`src/rtl/instruction_sequencer.sv`:
```
// Tensor-core instruction sequencer: loadable instruction memory, FETCH/EXEC/ISSUE FSM.
// Optional single-level hardware loop instruction is enabled by defining SEQ_LOOP_EN.
module instruction_sequencer #(
    parameter int INSTR_WIDTH = 32,
    parameter int IMEM_DEPTH  = 64,
    parameter int ADDR_WIDTH  = $clog2(IMEM_DEPTH)
) (
    input  logic                   clock_in,
    input  logic                   reset_in,
    input  logic                   load_valid_in,
    input  logic [ADDR_WIDTH-1:0]  load_addr_in,
    input  logic [INSTR_WIDTH-1:0] load_data_in,
    input  logic                   start_in,
    output logic                   issue_valid_out,
    output logic [INSTR_WIDTH-1:0] issue_instr_out,
    input  logic                   issue_ready_in,
    output logic [ADDR_WIDTH-1:0]  pc_out,
    output logic                   busy_out,
    output logic                   done_out,
    output logic                   error_out
);

    typedef enum logic [2:0] {
        ST_IDLE  = 3'd0,
        ST_FETCH = 3'd1,
        ST_EXEC  = 3'd2,
        ST_ISSUE = 3'd3,
        ST_DONE  = 3'd4
    } state_t;

    localparam logic [3:0]            OP_NOP  = 4'h0;
    localparam logic [3:0]            OP_LOOP = 4'hE;
    localparam logic [3:0]            OP_HALT = 4'hF;
    localparam logic [ADDR_WIDTH-1:0] PC_LAST = ADDR_WIDTH'(IMEM_DEPTH - 1);

    logic [INSTR_WIDTH-1:0] mem_r [IMEM_DEPTH];
    logic [INSTR_WIDTH-1:0] rd_data_r;
    state_t                 state_r;
    logic [ADDR_WIDTH-1:0]  pc_r;
    logic                   issue_valid_r;
    logic [INSTR_WIDTH-1:0] issue_instr_r;
    logic                   busy_r;
    logic                   done_r;
    logic                   error_r;
    logic [3:0]             opcode_s;
    logic                   advance_s;
    logic                   pc_last_s;

`ifdef SEQ_LOOP_EN
    logic                   loop_active_r;
    logic [7:0]             loop_rem_r;
    logic [7:0]             loop_count_s;
    logic [ADDR_WIDTH-1:0]  loop_target_s;

    assign loop_count_s  = rd_data_r[27:20];
    assign loop_target_s = rd_data_r[ADDR_WIDTH-1:0];
`endif

    assign issue_valid_out = issue_valid_r;
    assign issue_instr_out = issue_instr_r;
    assign pc_out          = pc_r;
    assign busy_out        = busy_r;
    assign done_out        = done_r;
    assign error_out       = error_r;

    // Instruction memory: load writes only while idle, registered read at pc (not reset).
    always_ff @(posedge clock_in) begin
        if (load_valid_in && (state_r == ST_IDLE)) begin
            mem_r[load_addr_in] <= load_data_in;
        end
        rd_data_r <= mem_r[pc_r];
    end

    // Decide whether this cycle wants pc+1 (sequential flow out of EXEC or ISSUE).
    always_comb begin
        opcode_s  = rd_data_r[INSTR_WIDTH-1 -: 4];
        pc_last_s = (pc_r == PC_LAST);
        advance_s = 1'b0;
        case (state_r)
            ST_EXEC: begin
                if (opcode_s == OP_NOP) begin
                    advance_s = 1'b1;
`ifdef SEQ_LOOP_EN
                end else if (opcode_s == OP_LOOP) begin
                    advance_s = loop_active_r ? (loop_rem_r == 8'd0) : (loop_count_s == 8'd0);
`endif
                end else begin
                    advance_s = 1'b0;
                end
            end
            ST_ISSUE: advance_s = issue_ready_in;
            default:  advance_s = 1'b0;
        endcase
    end

    // Sequencer FSM with registered outputs; a pc step past the last word ends in error.
    always_ff @(posedge clock_in) begin
        if (reset_in) begin
            state_r       <= ST_IDLE;
            pc_r          <= '0;
            issue_valid_r <= 1'b0;
            issue_instr_r <= '0;
            busy_r        <= 1'b0;
            done_r        <= 1'b0;
            error_r       <= 1'b0;
`ifdef SEQ_LOOP_EN
            loop_active_r <= 1'b0;
            loop_rem_r    <= 8'd0;
`endif
        end else begin
            case (state_r)
                ST_IDLE: begin
                    if (start_in) begin
                        state_r <= ST_FETCH;
                        pc_r    <= '0;
                        error_r <= 1'b0;
                        busy_r  <= 1'b1;
`ifdef SEQ_LOOP_EN
                        loop_active_r <= 1'b0;
                        loop_rem_r    <= 8'd0;
`endif
                    end
                end
                ST_FETCH: state_r <= ST_EXEC;
                ST_EXEC: begin
                    case (opcode_s)
                        OP_NOP: begin
                        end
                        OP_HALT: begin
                            state_r <= ST_DONE;
                            done_r  <= 1'b1;
                        end
                        OP_LOOP: begin
`ifdef SEQ_LOOP_EN
                            if (advance_s) begin
                                loop_active_r <= 1'b0;
                            end else begin
                                pc_r    <= loop_target_s;
                                state_r <= ST_FETCH;
                                if (loop_active_r) begin
                                    loop_rem_r <= loop_rem_r - 8'd1;
                                end else begin
                                    loop_active_r <= 1'b1;
                                    loop_rem_r    <= loop_count_s - 8'd1;
                                end
                            end
`else
                            error_r <= 1'b1;
                            state_r <= ST_DONE;
                            done_r  <= 1'b1;
`endif
                        end
                        default: begin
                            state_r       <= ST_ISSUE;
                            issue_valid_r <= 1'b1;
                            issue_instr_r <= rd_data_r;
                        end
                    endcase
                end
                ST_ISSUE: begin
                    if (issue_ready_in) begin
                        issue_valid_r <= 1'b0;
                    end
                end
                ST_DONE: begin
                    done_r  <= 1'b0;
                    busy_r  <= 1'b0;
                    state_r <= ST_IDLE;
                end
                default: state_r <= ST_IDLE;
            endcase

            if (advance_s) begin
                if (pc_last_s) begin
                    error_r <= 1'b1;
                    done_r  <= 1'b1;
                    state_r <= ST_DONE;
                end else begin
                    pc_r    <= pc_r + ADDR_WIDTH'(1);
                    state_r <= ST_FETCH;
                end
            end
        end
    end

endmodule

```
`config.mk`:
```
export PLATFORM = sky130hd
export DESIGN_NAME = instruction_sequencer
export DESIGN_NICKNAME = d
export VERILOG_FILES = /design/src/rtl/instruction_sequencer.sv
export SDC_FILE = /design/constraint.sdc
export NUM_CORES = 2
export LEC_CHECK = 0
export ABC_AREA = 0
export CAP_MARGIN = 0
export CORE_MARGIN = 1.5
export CORE_UTILIZATION = 40
export CTS_CLUSTER_DIAMETER = 150
export DETAILED_ROUTE_END_ITERATION = 10
export GPL_TIMING_DRIVEN = 0
export HOLD_SLACK_MARGIN = 0.08
export PLACE_DENSITY_LB_ADDON = 0.12
export SETUP_SLACK_MARGIN = 0.2
export SYNTH_ARGS = -nofsm -noshare
export SYNTH_HDL_FRONTEND = slang
export SYNTH_SLANG_ARGS = --single-unit
```
`constraint.sdc`:
```
create_clock -name clock_in -period 4.36 [get_ports clock_in]
set_clock_uncertainty 0.2 [all_clocks]
set_input_delay 0.436 -clock clock_in [delete_from_list [all_inputs] [get_ports clock_in]]
set_output_delay 0.436 -clock clock_in [all_outputs]
set_load 0.02 [all_outputs]
```
==> impl_metrics.env <==
export IMPL_finalSetupViolations=0
export IMPL_wire_per_inst_um=34.2
export IMPL_synth_edf_count=2048
export IMPL_cts_sinks=2125
export IMPL_fin_crit_ns=4.15
export IMPL_ys_async_sr_fraction=0
export IMPL_portBuffers=80
export IMPL_critical_path_class="register to register"
export IMPL_clkPwrFrac=0.435
export IMPL_p_sw_mw=8.97
export IMPL_p_seq_frac=0.534
export IMPL_end_kind="register"
export IMPL_yosys_area_top_type="edfxtp_1"
export IMPL_synth_common_cells="2048 x edfxtp_1, 406 x mux4_2, 241 x mux2i_1"
export IMPL_final_setup_tns_ns=0
export IMPL_drive_gt1_frac=0.248
export IMPL_rows=164
export IMPL_p_leak_nw=28.5
export IMPL_ys_ff_latch=2125
export IMPL_combPwrFrac=0.031
export IMPL_drt_initial_drc_count=4565
export IMPL_switching_share=0.213
export IMPL_stdcell_count=7042
export IMPL_core_area_sq_um=200000
export IMPL_internal_power_mw=33.2
export IMPL_yosys_cell_count_top_type="edfxtp_1"
export IMPL_post_route_period_util=0.952
export IMPL_synthCells=3750
export IMPL_grt_total_usage=0.236
export IMPL_worstHoldPathCells=3
export IMPL_syn_num_nets=3794
export IMPL_drcViolationCount=0
export IMPL_io_pins=85
export IMPL_ys_types=55
export IMPL_use_met3=0.0371
export IMPL_maxCapViolCount=0
export IMPL_drt_pass1_iter_count=5
export IMPL_ir_drop_uv=423
export IMPL_clock_path_buffers=3
export IMPL_holdCritPathClass="input pin to register"
export IMPL_fmax_mhz=241
export IMPL_clk_pin_slew_ns=0.06
export IMPL_place_gp_congestion=0.904
export IMPL_dp_cells=6571
export IMPL_finalMaxSlewViolations=0
export IMPL_htreeDepth=4
export IMPL_cp_data_required_time_ns=4.88
export IMPL_cp_slowest_cell="clkbuf_1"
export IMPL_crit_top_cell="buf_2"
export IMPL_grt_overflow=0
export IMPL_num_fill_cells=16600
export IMPL_grt_max_degree=65
export IMPL_cts_root_buf="clkbuf_16"
export IMPL_hold_viol=0
export IMPL_routed_wl_mm=241
export IMPL_die_w_um=452
export IMPL_synth_ff_type="edfxtp_1"
export IMPL_syn_cell_area_sq_um=80600
export IMPL_grt_pass1_vias=40400
export IMPL_ys_seq_area_frac=0.782
export IMPL_yosys_top_cells_area="edfxtp_1 76%, mux4_2 11%, mux2i_1 3.0%"
export IMPL_startpoint_type="register"
export IMPL_cp_max_fo=10
export IMPL_total_power_mw=42.2
export IMPL_dp_slack_ns=-0.515
export IMPL_worst_path_largest_cell_delay_ns=0.83
export IMPL_use_met2=0.366
export IMPL_initial_core_util=0.403
export IMPL_p_per_area_nw_per_um2=446
export IMPL_worst_r2r_path_depth=7
export IMPL_layout_setup_ws_ns=0.210
export IMPL_path_cells="buf_2 -> buf_2 -> nor2_1 -> clkbuf_1 -> a22oi_1 -> and3_1 -> o22ai_1"
export IMPL_ys_warn_count=0
export IMPL_ff_latch_area_sq_um=63000
export IMPL_grt_pass1_wl_mm=331
export IMPL_antenna_found_initial=10
export IMPL_dieArea_sq_um=204000
export IMPL_met1_usage=0.337
export IMPL_hpwlAfterDp_mm=161
export IMPL_synth_area_per_cell_sq_um=21.5
export IMPL_rsz0062_at_grt="false"
export IMPL_insertion_delay_ns=0.86
export IMPL_via_count=40500
export IMPL_routed_via_density=5.76
export IMPL_status="finished, final reports clean"
export IMPL_yosysTopAreaCellShare=0.763
export IMPL_crit_arrival_ns=4.67
export IMPL_tightest_slew_ns=1.32
export IMPL_busiest_layer="met2"
export IMPL_cts_made_buffers=224
export IMPL_final_antenna_net_count=0
export IMPL_die_h_um=452
export IMPL_tritoncts="built"
export IMPL_syn_to_final_growth_pct=17.3
export IMPL_relSlewSlack=0.123
export IMPL_multi_input_area_sq_um=16900
export IMPL_placed_area_sq_um=87000
export IMPL_fin_nets=4227
export IMPL_fin_area_sq_um=94600
[registers in the layout, summed over array words and instances (netlist names)]
signal / count
state_r: 3
done_out: 1
busy_out: 1
rd_data_r: 32
error_out: 1
issue_instr_out: 32
mem_r: 2048
issue_valid_out: 1
pc_out: 6
[kinds of logic (layout without fill, tap and decap cells)]
| kind of cell | count (synthesis) | count (layout) | synth area share |
|---|---|---|---|
| mux | 650 | 650 | 0.144 |
| fa+ha+maj | 1 | 1 | 0.000155 |
| compound gates | 462 | 462 | 0.0417 |
| simple gates | 287 | 287 | 0.0159 |
| other cells | 0 | 8 | 0 |
| flops | 2125 | 2125 | 0.782 |
| buf+inv | 225 | 853 | 0.0163 |
[per-layer routing]
metal / wire length (um) / vias to the layer above / part of all wire
met2: 113000 / 1498 / 0.47
li1: - / 16700 / -
met1: 103000 / 22000 / 0.43
met3: 15600 / 314 / 0.065
met5: 11 / - / 0.000046
met4: 9290 / 2 / 0.039
[layout make-up]
| type | count | share of cell area |
|---|---|---|
| clock buffer | 289 | 0.0631 |
| clock inverter | 132 | 0.0113 |
| multi-input combinational | 1400 | 0.178 |
| inverter | 2 | 0.0000794 |
| buffer | 223 | 0.0140 |
| sequential | 2125 | 0.666 |
| tap | 2656 | 0.0351 |
| timing repair buffer | 207 | 0.0315 |
| antenna | 8 | 0.000212 |
[layout by cell type (no fill, tap or decap), drive strengths merged, types with 5 or more instances in the layout]
cell / netlist / layout
a2111oi: 22 / 22
a211o: 24 / 24
a211oi: 11 / 11
a21oi: 81 / 81
a221o: 8 / 8
a22o: 21 / 21
a22oi: 95 / 95
a311oi: 17 / 17
a31oi: 8 / 8
and2: 5 / 5
and3: 11 / 11
buf: 143 / 267
bufinv: 0 / 11
clkbuf: 80 / 371
clkdlybuf4s50: 0 / 48
clkinv: 0 / 112
dfxtp: 77 / 77
diode: 0 / 8
dlygate4sd3: 0 / 33
edfxtp: 2048 / 2048
inv: 2 / 9
mux2i: 241 / 241
mux4: 408 / 408
nand2: 96 / 96
nand3: 9 / 9
nand3b: 7 / 7
nor2: 111 / 111
nor2b: 19 / 19
nor3: 14 / 14
o211ai: 25 / 25
o21a: 15 / 15
o21ai: 15 / 15
o221ai: 24 / 24
o22ai: 80 / 80
o311ai: 13 / 13
[path summary, 6_finish.rpt]
check                 from                  end  slack, ns
max              pc_out[3]        rd_data_r[14]       0.21
min               start_in             busy_out       0.15
max reg2reg      pc_out[3]        rd_data_r[14]       0.21
min reg2reg  rd_data_r[15]  issue_instr_out[15]       0.25
[power by group through the flow]
stage | Sequential, mW | Clock [mW] | Combinational [mW]
final | 22.5 | 18.3 | 1.31
after CTS | 22.5 | 18.6 | 1.33
after global placement | 23.0 | 0 | 1.20
after floorplan | 23.0 | 0 | 0.462
after detailed placement | 23.0 | 0 | 1.30
after global routing | 22.5 | 19.4 | 1.39
[through the flow]
stage	hold WS [ns]	util
6_report	0.149	0.473
3_5_place_dp	0.244	0.435
3_3_place_gp	0.240	0.424
5_1_grt	0.109	0.473
4_1_cts	0.0900	0.473
2_1_floorplan	0.217	-
[critical path: cells and delay by family (launching register included)]
family	cells	cell delay [ns]
buffers and inverters	3	1.47
AND/OR/NAND/NOR	2	1.12
AO/OA/AOI/OAI	2	0.70
flip-flops	1	0.45
[timing repair]
| item | CTS | global route |
|---|---|---|
| pin swaps | 2 | 0 |
| endpoints found under the setup margin | 363 | 7 |
| resized for setup | 20 | 7 |
| hold buffers | 33 | 0 |
| setup buffers | 9 | 0 |
| endpoints found under the hold margin | 1553 | 0 |
No activity file was read; power rests on OpenSTA's default activity.
